### src/rtl/tmds_decoder_align.sv
// tmds_decoder_align: finds the TMDS word boundary by control-token hunting and decodes aligned words to vd/cd/vde; also reports locked and the bit offset 0..9
module tmds_decoder_align #(
  parameter int LOCK_TOKENS  = 8,
  parameter int HUNT_TIMEOUT = 2048,
  parameter int LOSS_TIMEOUT = 4096
) (
  input  logic       clk_pixel,
  input  logic       reset_n,
  input  logic [9:0] tmds_word,
  output logic [7:0] vd,
  output logic [1:0] cd,
  output logic       vde,
  output logic       locked,
  output logic [3:0] offset
);
  localparam int TW = $clog2(LOCK_TOKENS + 1);
  localparam int HW = $clog2(HUNT_TIMEOUT + 1);
  localparam int LW = $clog2(LOSS_TIMEOUT + 1);
  typedef enum logic {HUNT, LOCK} state_t;
  state_t state, state_n;
  logic [9:0] r_prev, r_aligned;
  logic [19:0] window;
  logic [TW-1:0] tok_cnt, tok_cnt_n;
  logic [HW-1:0] hunt_cnt, hunt_cnt_n;
  logic [LW-1:0] loss_cnt, loss_cnt_n;
  logic [3:0] offset_n;
  logic settle, settle_n, is_tok;
  logic [1:0] tok_cd;
  logic [7:0] q, dec;
  assign window = {tmds_word, r_prev};
  assign is_tok = r_aligned inside {10'b1101010100, 10'b0010101011, 10'b0101010100, 10'b1010101011};
  assign tok_cd = (r_aligned == 10'b0010101011) ? 2'b01 :
                  (r_aligned == 10'b0101010100) ? 2'b10 :
                  (r_aligned == 10'b1010101011) ? 2'b11 : 2'b00;
  assign q = r_aligned[9] ? ~r_aligned[7:0] : r_aligned[7:0];
  assign dec = {q[7:1] ^ q[6:0] ^ {7{~r_aligned[8]}}, q[0]};
  assign locked = state == LOCK;
  always_comb begin
    state_n = state;
    offset_n = offset;
    tok_cnt_n = tok_cnt;
    hunt_cnt_n = hunt_cnt;
    loss_cnt_n = loss_cnt;
    settle_n = 1'b0;
    if (state == HUNT) begin
      if (tok_cnt == TW'(LOCK_TOKENS)) begin
        state_n = LOCK;
        tok_cnt_n = '0;
        hunt_cnt_n = '0;
        loss_cnt_n = '0;
      end else if (hunt_cnt == HW'(HUNT_TIMEOUT - 1)) begin
        offset_n = (offset == 4'd9) ? 4'd0 : offset + 4'd1;
        tok_cnt_n = '0;
        hunt_cnt_n = '0;
        settle_n = 1'b1;
      end else begin
        hunt_cnt_n = hunt_cnt + 1'b1;
        // r_aligned was sliced at the old offset right after a slip, so skip it
        tok_cnt_n = (settle || !is_tok) ? '0 : tok_cnt + 1'b1;
      end
    end else begin
      loss_cnt_n = is_tok ? '0 : loss_cnt + 1'b1;
      if (!is_tok && loss_cnt == LW'(LOSS_TIMEOUT - 1)) begin
        state_n = HUNT;
        loss_cnt_n = '0;
      end
    end
  end
  always_ff @(posedge clk_pixel) begin
    if (!reset_n) begin
      state <= HUNT;
      offset <= '0;
      r_prev <= '0;
      r_aligned <= '0;
      tok_cnt <= '0;
      hunt_cnt <= '0;
      loss_cnt <= '0;
      settle <= 1'b0;
      vd <= '0;
      cd <= '0;
      vde <= 1'b0;
    end else begin
      state <= state_n;
      offset <= offset_n;
      r_prev <= tmds_word;
      r_aligned <= 10'(window >> offset);
      tok_cnt <= tok_cnt_n;
      hunt_cnt <= hunt_cnt_n;
      loss_cnt <= loss_cnt_n;
      settle <= settle_n;
      vde <= locked && !is_tok;
      vd <= (locked && !is_tok) ? dec : '0;
      cd <= !locked ? 2'b00 : is_tok ? tok_cd : cd;
    end
  end
endmodule
### config.mk
export PLATFORM = sky130hd
export DESIGN_NAME = tmds_decoder_align
export DESIGN_NICKNAME = d
export VERILOG_FILES = /design/src/rtl/tmds_decoder_align.sv
export SDC_FILE = /design/constraint.sdc
export NUM_CORES = 1
export LEC_CHECK = 0
export ABC_CLOCK_PERIOD_IN_PS = 1750
export BUFFER_PORTS_ARGS = -buffer_cell sky130_fd_sc_hd__buf_2
export CORE_ASPECT_RATIO = 0.5
export CORE_MARGIN = 2
export CORE_UTILIZATION = 40
export DETAILED_ROUTE_END_ITERATION = 6
export GPL_ROUTABILITY_DRIVEN = 0
export PLACE_DENSITY = 0.62
export RECOVER_POWER = 25
export SETUP_SLACK_MARGIN = 0.05
export SYNTH_ARGS = -nofsm -noshare
export SYNTH_HDL_FRONTEND = slang
export SYNTH_SLANG_ARGS = --single-unit
### constraint.sdc
create_clock -name clk_pixel -period 1.75 [get_ports clk_pixel]
set_clock_uncertainty 0.15 [all_clocks]
set_input_delay 0 -clock clk_pixel [delete_from_list [all_inputs] [get_ports clk_pixel]]
set_output_delay 0 -clock clk_pixel [all_outputs]
set_load 0.02 [all_outputs]
==> run metrics, run 1 <==
storage element area=0.00136 sq mm; CP endpoint kind=flop; #FFs+latches synth=66; Setup crit start kind=flop; Pleak=1.97 nW; pin count of the biggest net entering global routing=23; worst skew pair latency=0.33 ns; CTS Sinks=66; vias per cell=between 5 and 6; initial DRC count=about 230; post-synth top area share=38.7%; layout net count=between 500 and 600; syn avg cell area=between 9 and 10 sq um; grt ovf=0; number of max-slew violations in the final report=0; initial antenna violation count=0; Unique masters post-synth=56; initial core utilization=between 40% and 50%; RSZ-0062 raised after global routing=yes; DP HPWL=between 6 and 7 mm; Synth area leaders=dfxtp_1 39%, mux2i_1 7.6%, mux4_2 4.6%; DRT antenna net count=0; first-pass GRT wire length=~15 mm; final WL=roughly 9.7 mm; mapped cell area=between 0.003 and 0.004 sq mm; Synth Warn #=0; Synth area leader=dfxtp_1; Core ar.=0.00814 sq mm; data required time of the worst path=about 1.8 ns; Setup WS pre-CTS=-0.125 ns; violated checks=setup timing; IO Pins=28; fin util=~63%; # DRC=0; Cells after Synth=373; Die H=between 60 and 70 microns; # fillers=between 600 and 700; ANT cells=0; area delta synth->final=50.6%; Fmax=0.534 GHz; Tot GR Track Use=between 20% and 30%; Multi-input gate area=around 0.0023 sq mm; Vias=3233; Final min period=1.87 ns; ys async rst share=0%; placed cell area=slightly above 0.004 sq mm; Final WS setup=-0.121 ns; clock root buffer=clkbuf_16; status=complete, but fails checks; endpoints failing setup=15; post-route cell area=0.00514 sq mm; Commonest cells post-synth=66 x dfxtp_1, 41 x nand2_1, 30 x nor2_1, 26 x mux2i_1, 19 x and2_1; H-Tree Depth=3; Data arrival, critical path=about 1.9 ns; max_cap viols=0; CP Max Fanout=6; buffer depth of the longest clock path=2; register area share after synthesis=38.7%; Worst-path clk slew=0.06 ns; top-count cell post-synth=dfxtp_1; Port-buffer cells=27; setup TNS=-0.676 ns; die area=approximately 0.0093 sq mm; # rows=23; Power Dens Cells=732 mW/mm^2; worst slew pin tran=around 0.48 ns; CTS buffer count=9; Hold Path Class=in2reg; layout cell share with drive strength beyond 1=between 40% and 50%; Die W=135 microns; Final period util=107%; final hold vios=0; Slew Limit Headroom=68.0%; number of synthesized flops with an enable pin=0; number of global-route vias before repair=roughly 3.2k; Setup CP Type=reg2reg; drt pass-1 iters=5; CTS tree=done; VDD IR max=approximately 500 uV; main flop type after synthesis=dfxtp_1; post-synth net total=roughly 390; drt wl/cell=about 16 microns
layout make-up:
class                      count  share of cell area, %
tap                          112                   2.73
timing repair buffer         121                   18.3
inverter                      10                  0.730
multi-input combinational    278                   45.7
clock buffer                  11                   4.72
clock inverter                 5                   1.51
sequential                    66                   26.4
sequential cells by signal (all words and copies together), names as in the netlist:
register   flops
cd             2
loss_cnt      13
locked         1
r_prev        10
offset         4
hunt_cnt      12
tok_cnt        4
vd             8
r_aligned     10
settle         1
vde            1
worst max-delay path: stages, from the launching register on:
cell and delay [ns]:
dfxtp_4 0.41, mux4_2 0.57, mux4_2 0.49, and2_1 0.14
stage by stage:
step / cells / power, mW / hold slack [ns]
6_report: 603 / 3.76 / 0.266
3_3_place_gp: 554 / 1.79 / 0.0972
5_1_grt: 603 / 3.90 / 0.277
4_1_cts: 591 / 3.77 / 0.253
2_1_floorplan: 373 / 1.71 / -0.0283
3_5_place_dp: 554 / 1.80 / 0.107
per-layer routing:
layer	track usage, %	wire, microns
met2	34.5	5010
met1	25.5	4230
met3	7.09	343
met5	0	0
met4	5.26	62
logic make-up after synthesis:
| logic type | after synthesis | synth area share [%] |
|---|---|---|
| buf+inv | 29 | 4.00 |
| xor+xnor | 21 | 5.39 |
| flops | 66 | 38.7 |
| mux | 37 | 14.0 |
| compound gates | 62 | 12.0 |
| simple gates | 154 | 24.4 |
| fa+ha+maj | 4 | 1.47 |
placed cells by master, fill, tap and decap left out, types with 10 or more instances in the layout:
cell type	count
mux2i_1	18
dfxtp_1	45
buf_4	69
and2_1	16
clkbuf_16	10
dlygate4sd3_1	11
nor2_1	27
a21oi_1	12
dfxtp_2	18
clkbuf_1	11
nand2_1	38
xnor2_1	13
buf_6	11
buf_2	17
path summary, 6_finish.rpt:
kind	startpoint	end	slack, ns	cells past startpoint
worst max-delay path	offset[0]$_SDFFE_PN0P_	r_aligned[5]$_SDFF_PN0_	-0.12	3
worst min-delay path	tmds_word[0]	r_aligned[2]$_SDFF_PN0_	0.27	4
worst max register to register	offset[0]$_SDFFE_PN0P_	r_aligned[5]$_SDFF_PN0_	-0.12	3
worst min register to register	loss_cnt[12]$_SDFFE_PN0P_	loss_cnt[12]$_SDFFE_PN0P_	0.32	1
power by group:
group,switching [mW],leakage [nW],total (mW),internal [mW]
clock,0.641,0.156,1.92,1.28
sequential,0.0280,0.547,1.56,1.53
combinational,0.130,1.27,0.285,0.155
total,0.799,1.97,3.76,2.96
what timing repair did:
| action | 4_1_cts | 5_1_grt |
|---|---|---|
| buffers inserted | 11 | 12 |
| endpoints found under the hold margin | 16 | 0 |
| gates cloned | 1 | 1 |
| hold buffers | 11 | 0 |
| pin swaps | 18 | 35 |
| endpoints found under the setup margin | 45 | 51 |
| gates resized for setup | 48 | 56 |
No activity file was read; power rests on OpenSTA's default activity.
==> inputs of run 2 (changes only) <==
--- a/constraint.sdc
+++ b/constraint.sdc
@@ -4,2 +4,2 @@
 set_output_delay 0 -clock clk_pixel [all_outputs]
-set_load 0.02 [all_outputs]
+set_load 0.005 [all_outputs]
==> run 2 against run 1 <==
Highest routed layer unchanged. Critical path type unchanged. The run still ends with setup timing left. Utilization is 0.51 points higher. Sequential share of layout area is 0.23 points lower. Final area is 0.80% higher.
==> run metrics, run 2 (synthesized netlist as in run 1, its figures left out) <==
initial core utilization=41.9% (unchanged); register share of total power=41.1% (-0.3 points); Data arrival, critical path=1.94 ns (about the same); number of global-route vias before repair=3194 (+0.76%); DP HPWL=6.15 mm (+0.61%); Slew Limit Headroom=67.8% (-0.20 points); grt ovf=0 (unchanged); setup TNS=-0.559 ns (+0.117 ns); Fmax=0.536 GHz (+0.21%); area delta synth->final=51.9%; Final min period=1.87 ns (-0.00385 ns); drt pass-1 iters=4 (-1); DRT antenna net count=0 (unchanged); # rows=23 (unchanged); layout cell share with drive strength beyond 1=44.8% (+1.8 points); Pleak=2.04 nW (+3.5%); Final WS setup=-0.117 ns (+0.00385 ns); Core ar.=0.00814 sq mm (unchanged); total net switching power=812 uW (+1.6%); pin count of the biggest net entering global routing=23 (unchanged); worst skew pair latency=0.34 ns (about the same); H-Tree Depth=3 (unchanged); Logic pwr share=8.0% (+0.4 points); Die W=135 microns (unchanged); Vias=3219 (-0.43%); CTS buffer count=9 (unchanged); Clock Power Share=51.0% (about the same); worst hold slack=0.0500 ns (-0.216 ns); endpoints failing setup=9 (-6); ANT cells=0 (unchanged); Setup CP Type=reg2reg; CTS tree=done; Final period util=107% (-0.22 points); die area=0.00933 sq mm (unchanged); initial DRC count=290 (+29%); Switching Share=21.4% (+0.17 points); vias per cell=5.34 (-0.43%); layout net count=503 (+0.20%); initial antenna violation count=0 (unchanged); VDD IR max=466 uV (-6.5%); Port-buffer cells=27 (unchanged); RSZ-0062 raised after global routing=yes; CP Max Fanout=6 (unchanged); Power Dens Cells=732 mW/mm^2 (about the same); Largest Register=loss_cnt; Tot GR Track Use=20.7% (+0.14 points); clock root buffer=clkbuf_16; IO Pins=28 (unchanged); max_cap viols=0 (unchanged); drt wl/cell=15.9 microns (-0.86%); most common cell after layout, fill and taps aside=buf_4; Setup crit start kind=flop; CP endpoint kind=flop; max reg flops=13 (unchanged); final WL=9.57 mm (-0.86%); Largest regs=loss_cnt (13), hunt_cnt (12); status=complete, but fails checks; buffer depth of the longest clock path=2 (unchanged); number of max-slew violations in the final report=0 (unchanged); Hold Path Class=in2reg; final hold vios=0 (unchanged); data required time of the worst path=1.82 ns (about the same); worst slew pin tran=0.479 ns (-0.00134 ns); Worst-path clk slew=0.06 ns (about the same); CTS Sinks=66 (unchanged); # DRC=0 (unchanged); most frequent cells in the layout=70 x buf_4, 46 x dfxtp_1, 38 x nand2_1; P_int=2.98 mW (+0.57%); violated checks=setup timing; Die H=69.3 microns (unchanged); first-pass GRT wire length=15.3 mm (+0.36%)
[run 2: area by class of cell]
| type | instances | area (sq um) |
|---|---|---|
| Clock inverter | 1 | 30.0 |
| Timing Repair Buffer | 122 | 962 |
| Sequential cell | 66 | 1350 |
| Inverter | 10 | 37.5 |
| Clock buffer | 14 | 294 |
| Fill cell | 597 | 2960 |
| Multi-Input combinational cell | 278 | 2360 |
| Tap cell | 112 | 140 |
[run 2: power by group through the flow]
stage / sequential [mW] / clock, mW / combinational, mW
4_1_cts: 1.55 / 1.96 / 0.264
6_report: 1.56 / 1.93 / 0.302
3_5_place_dp: 1.58 / 0 / 0.220
2_1_floorplan: 1.58 / 0 / 0.128
5_1_grt: 1.56 / 2.03 / 0.325
3_3_place_gp: 1.58 / 0 / 0.213
[run 2: worst max-delay path: stages, from the launching register on]
cell and delay (ns):
dfxtp_4 0.41, buf_12 0.15, mux2i_2 0.25, mux2i_1 0.14, mux4_2 0.49, and2_4 0.15
[run 2: metrics by stage]
| stage | util (%) | instance area (sq um) | power [mW] | setup WS, ns | instances |
|---|---|---|---|---|---|
| final | 63.6 | 5180 | 3.79 | -0.117 | 603 |
| after global routing | 63.6 | 5180 | 3.92 | -0.159 | 603 |
| after CTS | 59.8 | 4870 | 3.78 | -0.0694 | 593 |
| after detailed placement | 50.7 | 4130 | 1.80 | -0.148 | 557 |
| after global placement | 50.7 | 4130 | 1.79 | -0.112 | 557 |
| after floorplan | - | 3460 | 1.71 | -0.0621 | 373 |
[run 2: path summary, 6_finish.rpt]
path,from,endpoint,slack [ns],cells after the start
worst max-delay path,offset[1]$_SDFFE_PN0P_,r_aligned[3]$_SDFF_PN0_,-0.12,5
worst min-delay path,tmds_word[8],r_aligned[6]$_SDFF_PN0_,0.05,4
worst max register to register,offset[1]$_SDFFE_PN0P_,r_aligned[3]$_SDFF_PN0_,-0.12,5
worst min register to register,loss_cnt[12]$_SDFFE_PN0P_,loss_cnt[12]$_SDFFE_PN0P_,0.33,1
[run 2: timing repair]
item	in CTS	in global routing
hold buffers	11	0
resized for setup	59	56
endpoints found under the hold margin	13	0
setup buffers	10	10
endpoints found under the setup margin	45	48
pin swaps	24	23
gates cloned	2	1
[run 2: layer usage]
metal / GRT usage (%) / up-vias / wire length, microns
li1: - / 1572 / -
met1: 25.2 / 1554 / 4230
met2: 35.3 / 82 / 4840
met3: 5.26 / 11 / 391
met4: 8.30 / 0 / 99
met5: 0 / - / 0
==> inputs of run 3 (changes only) <==
- SKIP_CTS_REPAIR_TIMING: default -> 1
==> run 3 against run 2 <==
Sequential share of layout area increased by 0.27 points. Sequential cell count unchanged. The flow still finishes with violations (setup timing). Worst setup slack got worse by 0.014 ns. Critical endpoint unchanged. Count of clock-buffer cells in the layout unchanged. Total power decreased by 0.13%. First-iteration DRC count decreased by 32%. Sequential power about the same.
==> run metrics, run 3 (synthesized netlist as in run 1, its figures left out) <==
Logic pwr share=7.8% (-0.2 points); # DRC=0 (unchanged); most frequent cells in the layout=67 x buf_4, 46 x dfxtp_1, 37 x nand2_1; Die H=69.3 microns (unchanged); CP endpoint kind=flop; Power Dens Cells=738 mW/mm^2 (+0.72%); number of global-route vias before repair=3032 (-5.1%); GRT Max-Usage Layer=met2; Final min period=1.88 ns (+0.0144 ns); Switching Share=21.5% (+0.044 points); # rows=23 (unchanged); initial DRC count=196 (-32%); max_cap viols=0 (unchanged); CTS buffer count=9 (unchanged); Tot GR Track Use=19.3% (-1.5 points); setup TNS=-0.875 ns (-0.315 ns); Largest regs=loss_cnt (13), hunt_cnt (12); drt pass-1 iters=4 (unchanged); final WL=9.73 mm (+1.7%); placed cell area=0.00413 sq mm (unchanged); RSZ-0062 raised after global routing=yes; layout cell share with drive strength beyond 1=44.9% (+0.14 points); final hold vios=0 (unchanged); layout net count=497 (-1.2%); number of max-slew violations in the final report=0 (unchanged); most common cell after layout, fill and taps aside=buf_4; clock root buffer=clkbuf_16; Setup CP Type=reg2reg; met2 usage=32.0% (-3.3 points); H-Tree Depth=3 (unchanged); CTS Sinks=66 (unchanged); data required time of the worst path=1.83 ns (about the same); initial antenna violation count=0 (unchanged); worst hold slack=0.241 ns (+0.191 ns); CTS tree=done; Pleak=2.00 nW (-2.0%); placed insts=557 (unchanged); P_int=2.98 mW (-0.19%); Slew Limit Headroom=67.6% (-0.11 points); grt ovf=0 (unchanged); pin count of the biggest net entering global routing=23 (unchanged); violated checks=setup timing; area delta synth->final=50.6%; Final period util=108% (+0.82 points); DRT antenna net count=0 (unchanged); drt wl/cell=16.3 microns (+2.8%); grt met1 use=23.6% (-1.6 points); vias per cell=5.36 (+0.44%); CP Max Fanout=5 (-1); Data arrival, critical path=1.96 ns (+0.02 ns); fin util=63.1% (-0.54 points); die area=0.00933 sq mm (unchanged); ANT cells=0 (unchanged); Final WS setup=-0.132 ns (-0.0144 ns); buffer depth of the longest clock path=2 (unchanged); Setup WS pre-CTS=-0.148 ns (unchanged); first-pass GRT wire length=14.3 mm (-6.8%); worst skew pair latency=0.34 ns (about the same); DP HPWL=6.15 mm (unchanged); register share of total power=41.1% (about the same); Core ar.=0.00814 sq mm (unchanged); Hold Path Class=in2reg; total net switching power=813 uW (about the same); Worst-path clk slew=0.06 ns (about the same); final non-filler cell total=597 (-1.0%); Overall Power=3.79 mW (-0.13%); VDD IR max=477 uV (+2.2%); Port-buffer cells=27 (unchanged); status=complete, but fails checks; Die W=135 microns (unchanged); routing usage on met3=5.85% (+0.58 points); initial core utilization=41.9% (unchanged); Clock Power Share=51.1% (about the same); Largest Register=loss_cnt; worst slew pin tran=0.485 ns (+0.00611 ns); endpoints failing setup=14 (+5); # fillers=631 (+5.7%); max reg flops=13 (unchanged); post-route cell area=0.00514 sq mm (-0.85%); Setup crit start kind=flop; IO Pins=28 (unchanged); Fmax=0.531 GHz (-0.76%); Vias=3201 (-0.56%)
-- run 3: cell types whose count changed in the layout (fill, tap and decap cells not counted), moves of 3 or more --
| cell | change |
|---|---|
| nor2_4 | -5 |
| mux2i_1 | -6 |
| buf_4 | -3 |
| nor2_1 | +7 |
| nand3_2 | +4 |
| buf_6 | -5 |
| mux2i_2 | +4 |
-- run 3: critical path, stage by stage, from the launching register on --
cell       delay, ns
dfxtp_4         0.39
clkbuf_16       0.17
mux2i_2         0.26
mux2i_1         0.15
mux4_2          0.50
and2_4          0.15
-- run 3: path summary, 6_finish.rpt --
path                              from                         to  slack (ns)  cells past startpoint
max             offset[1]$_SDFFE_PN0P_    r_aligned[3]$_SDFF_PN0_       -0.13                      5
min                       tmds_word[0]    r_aligned[7]$_SDFF_PN0_        0.24                      6
max reg2reg     offset[1]$_SDFFE_PN0P_    r_aligned[3]$_SDFF_PN0_       -0.13                      5
min reg2reg  loss_cnt[12]$_SDFFE_PN0P_  loss_cnt[12]$_SDFFE_PN0P_        0.32                      1
-- run 3: final cells by class --
class / instances / area, sq um / area share, %
multi-input cells: 278 / 2360 / 46.0
well taps: 112 / 140 / 2.73
repair buffers: 116 / 915 / 17.8
inverters: 10 / 37.5 / 0.731
clock inverters: 1 / 30.0 / 0.585
flip-flops and latches: 66 / 1360 / 26.4
clock buffers: 14 / 294 / 5.72
-- run 3: metal layers --
metal	wire, microns	part of all wire (%)	vias to the layer above
met1	4350	45	1559
met2	4830	50	72
met3	449	4.6	17
li1	-	-	1553
met4	110	1.1	0
met5	0	0	-
-- run 3: power by group through the flow --
stage	Sequential (mW)	Combinational (mW)	Clock (mW)
4_1_cts	1.55	0.221	1.96
3_5_place_dp	1.58	0.220	0
2_1_floorplan	1.58	0.128	0
5_1_grt	1.56	0.314	2.03
6_report	1.56	0.294	1.94
3_3_place_gp	1.58	0.213	0
